===== src/rtl/fifo_arb_pkg.sv =====
// Shared types and width helpers for the FIFO write-port arbiter and its picker.
package fifo_arb_pkg;

  typedef enum logic {
    ARB_IDLE   = 1'b0,
    ARB_LOCKED = 1'b1
  } arb_state_e;

  // Index/counter width that never collapses to zero bits.
  function automatic int unsigned clog2_min1(input int unsigned n);
    return (n <= 2) ? 1 : $clog2(n);
  endfunction

endpackage


===== src/rtl/fifo_write_arbiter_rr_pick.sv =====
// Round-robin picker: first valid requester after last_idx, wrapping modulo NUM_REQ.
module rr_pick
  import fifo_arb_pkg::*;
#(
  parameter int unsigned NUM_REQ = 4,
  parameter int unsigned IDW     = clog2_min1(NUM_REQ)
) (
  input  logic [NUM_REQ-1:0] req_valid,
  input  logic [IDW-1:0]     last_idx,
  output logic               found,
  output logic [IDW-1:0]     next_idx
);

  int unsigned    idx;
  logic [IDW-1:0] cand;

  // Lowest offset from last_idx wins; offset NUM_REQ re-picks last_idx itself.
  always_comb begin
    found    = 1'b0;
    next_idx = last_idx;
    idx      = 0;
    cand     = '0;
    for (int unsigned k = 1; k <= NUM_REQ; k++) begin
      idx  = (32'(last_idx) + k) % NUM_REQ;
      cand = IDW'(idx);
      if (!found && req_valid[cand]) begin
        found    = 1'b1;
        next_idx = cand;
      end
    end
  end

endmodule


===== src/rtl/fifo_write_arbiter.sv =====
// Packet-atomic round-robin arbiter for a single FIFO write port.
// Define FIFO_ARB_TIMEOUT_EN to add the mid-packet idle timeout and timeout_err.
module fifo_write_arbiter
  import fifo_arb_pkg::*;
#(
  parameter int unsigned NUM_REQ   = 4,
  parameter int unsigned WIDTH     = 8,
  parameter int unsigned MAX_BURST = 16
`ifdef FIFO_ARB_TIMEOUT_EN
  ,
  parameter int unsigned TIMEOUT   = 255
`endif
) (
  input  logic                               clk,
  input  logic                               rst_n,
  input  logic [NUM_REQ-1:0]                 req_valid,
  input  logic [NUM_REQ-1:0]                 req_last,
  input  logic [NUM_REQ*WIDTH-1:0]           req_data,
  output logic [NUM_REQ-1:0]                 req_ready,
  output logic                               fifo_write,
  output logic [WIDTH-1:0]                   fifo_write_data,
  input  logic                               fifo_full,
  output logic [clog2_min1(NUM_REQ)-1:0]     grant_id,
  output logic                               busy
`ifdef FIFO_ARB_TIMEOUT_EN
  ,
  output logic                               timeout_err
`endif
);

  localparam int unsigned IDW = clog2_min1(NUM_REQ);
  localparam int unsigned BCW = clog2_min1(MAX_BURST + 1);
`ifdef FIFO_ARB_TIMEOUT_EN
  localparam int unsigned ICW = clog2_min1(TIMEOUT + 1);
  logic [ICW-1:0] idle_cnt;
`endif

  arb_state_e     state;
  logic [BCW-1:0] burst_cnt;
  logic           pick_found;
  logic [IDW-1:0] pick_idx;
  logic           locked;
  logic           grant_valid;
  logic           grant_last;
  logic           xfer;
  logic           burst_end;

  rr_pick #(
    .NUM_REQ (NUM_REQ),
    .IDW     (IDW)
  ) u_pick (
    .req_valid (req_valid),
    .last_idx  (grant_id),
    .found     (pick_found),
    .next_idx  (pick_idx)
  );

  // Reset gates the port immediately so a mid-packet reset never writes.
  assign locked      = (state == ARB_LOCKED) && rst_n;
  assign grant_valid = req_valid[grant_id];
  assign grant_last  = req_last[grant_id];
  assign xfer        = locked && grant_valid && !fifo_full;
  assign burst_end   = (burst_cnt == BCW'(MAX_BURST - 1));

  assign req_ready       = (locked && !fifo_full) ? (NUM_REQ'(1) << grant_id) : '0;
  assign fifo_write      = xfer;
  assign fifo_write_data = req_data[32'(grant_id)*WIDTH +: WIDTH];
  assign busy            = locked;

  // Grant FSM; grant_id holds after release so the next scan starts past it.
  always_ff @(posedge clk) begin
    if (!rst_n) begin
      state     <= ARB_IDLE;
      grant_id  <= IDW'(NUM_REQ - 1);
      burst_cnt <= '0;
`ifdef FIFO_ARB_TIMEOUT_EN
      idle_cnt    <= '0;
      timeout_err <= 1'b0;
`endif
    end else begin
`ifdef FIFO_ARB_TIMEOUT_EN
      timeout_err <= 1'b0;
`endif
      case (state)
        ARB_IDLE: begin
          if (pick_found) begin
            grant_id  <= pick_idx;
            burst_cnt <= '0;
`ifdef FIFO_ARB_TIMEOUT_EN
            idle_cnt  <= '0;
`endif
            state     <= ARB_LOCKED;
          end
        end
        ARB_LOCKED: begin
          if (xfer) begin
            burst_cnt <= burst_cnt + BCW'(1);
`ifdef FIFO_ARB_TIMEOUT_EN
            idle_cnt  <= '0;
`endif
            if (grant_last || burst_end) begin
              state <= ARB_IDLE;
            end
          end
`ifdef FIFO_ARB_TIMEOUT_EN
          // Full-FIFO stalls are not the requester's fault and do not count.
          else if (!grant_valid && !fifo_full) begin
            if (idle_cnt == ICW'(TIMEOUT - 1)) begin
              idle_cnt    <= '0;
              timeout_err <= 1'b1;
              state       <= ARB_IDLE;
            end else begin
              idle_cnt <= idle_cnt + ICW'(1);
            end
          end
`endif
        end
        default: state <= ARB_IDLE;
      endcase
    end
  end

endmodule


===== config.mk =====
export PLATFORM = sky130hd
export DESIGN_NAME = fifo_write_arbiter
export DESIGN_NICKNAME = d
export VERILOG_FILES = /design/src/rtl/fifo_arb_pkg.sv /design/src/rtl/fifo_write_arbiter_rr_pick.sv /design/src/rtl/fifo_write_arbiter.sv
export SDC_FILE = /design/constraint.sdc
export NUM_CORES = 1
export LEC_CHECK = 0
export ABC_AREA = 1
export ABC_CLOCK_PERIOD_IN_PS = 2800
export CELL_PAD_IN_SITES_DETAIL_PLACEMENT = 2
export CELL_PAD_IN_SITES_GLOBAL_PLACEMENT = 2
export CORE_MARGIN = 2
export CORE_UTILIZATION = 16
export DETAILED_ROUTE_END_ITERATION = 10
export PLACE_DENSITY_LB_ADDON = 0.08
export SYNTH_ARGS = -nofsm -noshare
export SYNTH_HDL_FRONTEND = slang
export SYNTH_SLANG_ARGS = --single-unit

===== constraint.sdc =====
create_clock -name clk -period 2.8 [get_ports clk]
set_input_delay 0.28 -clock clk [delete_from_list [all_inputs] [get_ports clk]]
set_output_delay 0.28 -clock clk [all_outputs]
set_load 0.005 [all_outputs]

Yosys cells after proc, flatten, opt, wreduce, memory -nomap -nowiden
Index checks and enable logic that the tools add are counted.

storage, ports and cells
  output and inout bits = 16
  logic and storage cells = 62
  input bits = 43
  register bits = 8

cells by class
  eq/ne operators = 3
  shifts and indexed selects = 2
  $lt $le $gt $ge = 5
  muxes and demuxes = 28
  reductions and logical operators = 15
  add/subtract/negate cells = 5
  bitwise gates (word level) = 1

operators with widths
  kind                                                         number
  indexed part select 32 x 6 -> 8 bit                          1
  less-than comparator 2 x 3 -> 1 bit (second input constant)  5
  two-way mux 1 bit                                            13
  binary-select mux 1 bit (select 2 bit)                       6
  two-way mux 5 bit                                            2
  one-hot mux 5 bit (2 select lines)                           1
  two-way mux 2 bit                                            4
  logical AND 1 bit                                            7
  adder 5 x 1 -> 5 bit (second input constant)                 1
  == test 5 x 4 -> 1 bit (second input constant)               1
  adder 2 x 1 -> 2 bit (second input constant)                 2
  adder 2 bit (second input constant)                          2
  logical NOT 1 bit                                            4
  two-way mux 4 bit                                            1
  != test 2 bit (second input constant)                        2
  nonzero test 4 bit                                           1
  << shifter 1 x 2 -> 4 bit (first input constant)             1
  AND reduction 3 bit                                          1
  one-hot mux 1 bit (2 select lines)                           1
  AND reduction 2 bit                                          1
  logical OR 1 bit                                             1
  inverter 1 bit                                               1

Depth between registers and ports, before layout
  depth after elaboration = 15
  mapped depth = 13
  gate-level depth less buffers = 11

Cells and area by module
From an unflattened synthesis, not the netlist that was laid out.

second synthesis, totals
  cells, all modules = 162
  area, all modules = 952.2 um2

by module, submodules not included
  module              sequential area each (um2)  instances  area each (um2)  cells an instance
  fifo_write_arbiter  160.2                       1          720.7            116
  rr_pick             0.0                         1          231.5            46

Worst setup path before layout
OpenSTA, ideal clock, no wires.

  path type = register -> register
  start = reg grant_id[0]
  end = reg burst_cnt[1]
  period minus slack after synthesis = 2.039 ns
  path buffers = 2
  arrival = 1.981 ns
  setup time = 0.058 ns
  required time = 2.742 ns
  slack = 0.761 ns
  stages on the path, launching flop included = 14
  cells stage by stage = dfxtp_1 inv_2 clkbuf_1 buf_2 ha_1 inv_1 nand3_1 nand2_1 nand3_2 nand2_4 nand3_4 nor2_4 nand2_1 nand2_1

between the ends
  cells in the longest elaborated chain, start to end = 15
  elaborated cells between the ends (all ways) = 29
  classes of those cells = add/sub: 4; eq/ne: 2; mux: 14; reduce/logical: 9

RTL lines
  element                                  RTL line                          RTL
  from (decl)                              fifo_write_arbiter.sv:23          output logic [clog2_min1(NUM_REQ)-1:0] grant_id,
  from (signal assigned)                   fifo_write_arbiter.sv:74          grant_id <= IDW'(NUM_REQ - 1);
  from (signal assigned)                   fifo_write_arbiter.sv:87          grant_id <= pick_idx;
  adder 2 x 1 -> 2 bit                     fifo_write_arbiter_rr_pick.sv:24  idx = (32'(last_idx) + k) % NUM_REQ;
  binary-select mux 1 bit (select 2 bit)   fifo_write_arbiter_rr_pick.sv:26  if (!found && req_valid[cand]) begin
  two-way mux 1 bit (not written as such)  fifo_write_arbiter_rr_pick.sv:26
  two-way mux 1 bit                        fifo_write_arbiter_rr_pick.sv:26
  logical NOT 1 bit                        fifo_write_arbiter_rr_pick.sv:26
  logical AND 1 bit                        fifo_write_arbiter_rr_pick.sv:26
  two-way mux 1 bit                        fifo_write_arbiter_rr_pick.sv:26
  logical NOT 1 bit                        fifo_write_arbiter_rr_pick.sv:26
  logical AND 1 bit                        fifo_write_arbiter_rr_pick.sv:26
  two-way mux 1 bit                        fifo_write_arbiter_rr_pick.sv:26
  logical NOT 1 bit                        fifo_write_arbiter_rr_pick.sv:26
  logical AND 1 bit                        fifo_write_arbiter_rr_pick.sv:26
  two-way mux 1 bit                        fifo_write_arbiter_rr_pick.sv:26
  != test 2 bit (no line)                  --
  AND reduction 2 bit (no line) (*)        --
  to (signal assigned)                     fifo_write_arbiter.sv:97          burst_cnt <= burst_cnt + BCW'(1);
  to (decl)                                fifo_write_arbiter.sv:39          logic [BCW-1:0] burst_cnt;

Mark *: on every way between the ends. The rest lies on a longest branch, timed or not. The select of a mux whose other input is x is not followed.
A chain may end at the register's enable or synchronous reset.

Worst setup path in the final report
  start = in req_valid[3]
  end = out fifo_write

between the ends
  cells in the longest elaborated chain, start to end = 4

RTL lines
  element                                  RTL line                  RTL
  from (decl)                              fifo_write_arbiter.sv:16  input logic [NUM_REQ-1:0] req_valid,
  binary-select mux 1 bit (select 2 bit)   fifo_write_arbiter.sv:60  assign grant_valid = req_valid[grant_id];
  two-way mux 1 bit (not written as such)  fifo_write_arbiter.sv:60
  logical AND 1 bit (2 in a row)           fifo_write_arbiter.sv:62  assign xfer = locked && grant_valid && !fifo_full;
  to (decl)                                fifo_write_arbiter.sv:20  output logic fifo_write,

Every way passes these cells. The select of a mux whose other input is x is not followed.

==> flow_summary.toml <==
[clock_network]
cts_tree = "built"
clock-sinks = 8
htree_levels = 1
clk_pin_slew_worst_paths_ns = 0.04
post-cts-setup-buffer-count = 0
cts_max_path_buffers = 2
cts_made_buffers = 3
clk_latency_ns = 0.23
cts_hold_buf = 0
post_cts_resize_count = 0
cts_root_buf = "clkbuf_8"

[global_route]
antenna_found_initial = 0
grt_use_total_pct = 14.1
grt_pass1_vias = 1410
grt_pass1_wl_mm = 7.02
grt_max_degree = 21
overflow = 0

[floorplan]
row_count = 27
core_um2 = 5440
die_area_um2 = 6170
die_h_um = 78.6
initial_core_util_pct = 16.4
fp.dieW_um = 78.6
io_pins = 59

[place]
portBuffers = 58
dp.cells = 282
place.gp.congestion = 0.857
placed_area_um2 = 1560
hpwl_mm = 3.44

[critical_path]
path_cells = "clkdlybuf4s50_1 > nand2_1 > nand2_1 > inv_1 > o21ai_2 > nand2_1 > inv_1 > clkdlybuf4s50_1"
max_stage_delay_ns = 0.50
cp_data_arrival_time_ns = 1.95
path_class = "in -> out"
cp-start-kind = "primary input"
cpMaxStageDelayCell = "clkdlybuf4s50_1"
cpMostUsedCell = "nand2_1"
crit_path_max_fanout = 5
required_ns = 2.52
end_kind = "primary output"

[sta]
final_max_slew_viol_count = 0
finalSetupViolCount = 0
worst_slew_pin_slew_ns = 0.313
setup_tns_ns = 0
rsz0062_at_grt = "no"
slew_headroom_pct = 79.2
fmax_mhz = 449
hold_viol = 0
period_minus_slack_ns = 2.23
fin_crit_sh_pct = 79.6
finClkSkew_ns = 0.00143

[yosys]
synth_seq_cells = 8
yosysUniqueCellTypes = 22
yosysSeqAreaShare_pct = 18.0
synth.cell_area_um2 = 890
syn_area_per_cell_um2 = 5.74
syn_nets = 204
yosysWarnings = 0
synth_cells = 155

[power]
leakagePower_uw = 0.000651
combPwrFrac_pct = 74.5
ir_drop_uv = 347
pwr-share-seq_pct = 14.5
p_sw_share_pct = 48.0
p_int_uw = 652
clock_power_share_pct = 11.0
power.total_uw = 1250
cellPowerDensity_nw_per_um2 = 785
p_sw_uw = 603

[job]
cap_violations = 0

[worst_hold_path]
hp-class = "reg -> reg"

[drt]
vias_per_cell = 4.43
routed_wl_mm = 4.16
routedWlPerCell_um = 14.6
drtPass1Iterations = 4
drc = 0
ant_nets = 0
drtIter0Drc = 33
dr_total_vias = 1262

[final_layout]
final_layout_size_suffix_gt1_share_pct = 6.10
final_util_pct = 29.4
syn2layout_area_growth_pct = 79.7
n_antenna_cell = 0
n_fill_cell = 665
layout_commonest_cell = "clkdlybuf4s50_1"
mostFrequentLayoutCells = "clkdlybuf4s50_1, nand2_1, nor2_1"
finalNetCount = 264
design_area_um2 = 1600
instances_no_fill = 285

[status]
status = "completed"
-- per-stage QoR --
stage                     setup slack [ns]  hold slack (ns)
final                                0.572            0.454
after global routing                 0.408            0.511
after CTS                            0.522            0.459
after detailed placement             0.560            0.452
after global placement               0.641            0.433
after floorplan                      0.761            0.365
-- cells in the mapped netlist, drive strengths merged --
| cell type | number | area share, % |
|---|---|---|
| nand2 | 35 | 16 |
| nor2 | 31 | 14 |
| o21ai | 23 | 13 |
| inv | 15 | 6.3 |
| nand3 | 11 | 8.2 |
| dfxtp | 8 | 18 |
| o22ai | 8 | 5.6 |
| a21oi | 6 | 3.4 |
| ha | 6 | 8.4 |
| clkbuf | 4 | 1.7 |
| buf | 2 | 1.1 |
| nand4 | 2 | 1.4 |
| nor3 | 2 | 1.1 |
| nor3b | 1 | 0.84 |
| xor2 | 1 | 0.98 |
-- layout make-up --
| class | instances | area (um^2) | share of cell area [%] |
|---|---|---|---|
| Multi-Input combinational cell | 126 | 648 | 40.5 |
| Timing Repair Buffer | 61 | 603 | 37.7 |
| Sequential cell | 8 | 160 | 10.0 |
| Tap cell | 72 | 90.1 | 5.63 |
| Inverter | 15 | 56.3 | 3.52 |
| Clock buffer | 3 | 41.3 | 2.58 |
-- power groups by stage --
stage | Combinational [uW] | Sequential [uW] | Clock, uW
final | 935 | 182 | 138
after global routing | 1060 | 190 | 153
after CTS | 961 | 184 | 143
after detailed placement | 961 | 185 | 0
after global placement | 909 | 183 | 0
after floorplan | 534 | 182 | 0
-- registers in the layout, summed over array words and instances, names as in the netlist --
| name | flops |
|---|---|
| state | 1 |
| grant_id | 2 |
| burst_cnt | 5 |
-- worst max-delay path: cells and delay by family --
| family | cells | cell delay, ns |
|---|---|---|
| AOI/OAI and AO/OA | 1 | 0.15 |
| buffers and inverters | 4 | 1.14 |
| and+or+nand+nor | 3 | 0.38 |
-- routing by layer --
| layer | up-vias | track usage (%) | wire length (um) |
|---|---|---|---|
| met1 | 585 | 17.4 | 1890 |
| met2 | 38 | 26.0 | 2070 |
| met5 | - | 0 | 0 |
| li1 | 633 | - | - |
| met4 | 0 | 2.98 | 40 |
| met3 | 6 | 1.95 | 168 |
-- cells by family (layout without fill, tap and decap cells) --
family | after synthesis | count (layout) | share of synthesized area, %
AND/OR/NAND/NOR | 82 | 82 | 41.1
buffers and inverters | 21 | 79 | 9.14
XOR/XNOR | 1 | 1 | 0.985
AO/OA/AOI/OAI | 37 | 37 | 22.4
flip-flops | 8 | 8 | 18.0
adder cells (fa/ha/maj) | 6 | 6 | 8.44
-- final timing paths --
path                        startpoint                         to  slack (ns)  cells past startpoint
min          burst_cnt[4]$_SDFFE_PN0P_  burst_cnt[4]$_SDFFE_PN0P_        0.45                      2
max reg2reg   grant_id[0]$_SDFFE_PN1P_  burst_cnt[1]$_SDFFE_PN0P_        0.84                     11
min reg2reg  burst_cnt[4]$_SDFFE_PN0P_  burst_cnt[4]$_SDFFE_PN0P_        0.45                      2
max                       req_valid[3]                 fifo_write        0.57                      8
Note: power is estimated with default switching activity, not from simulation.
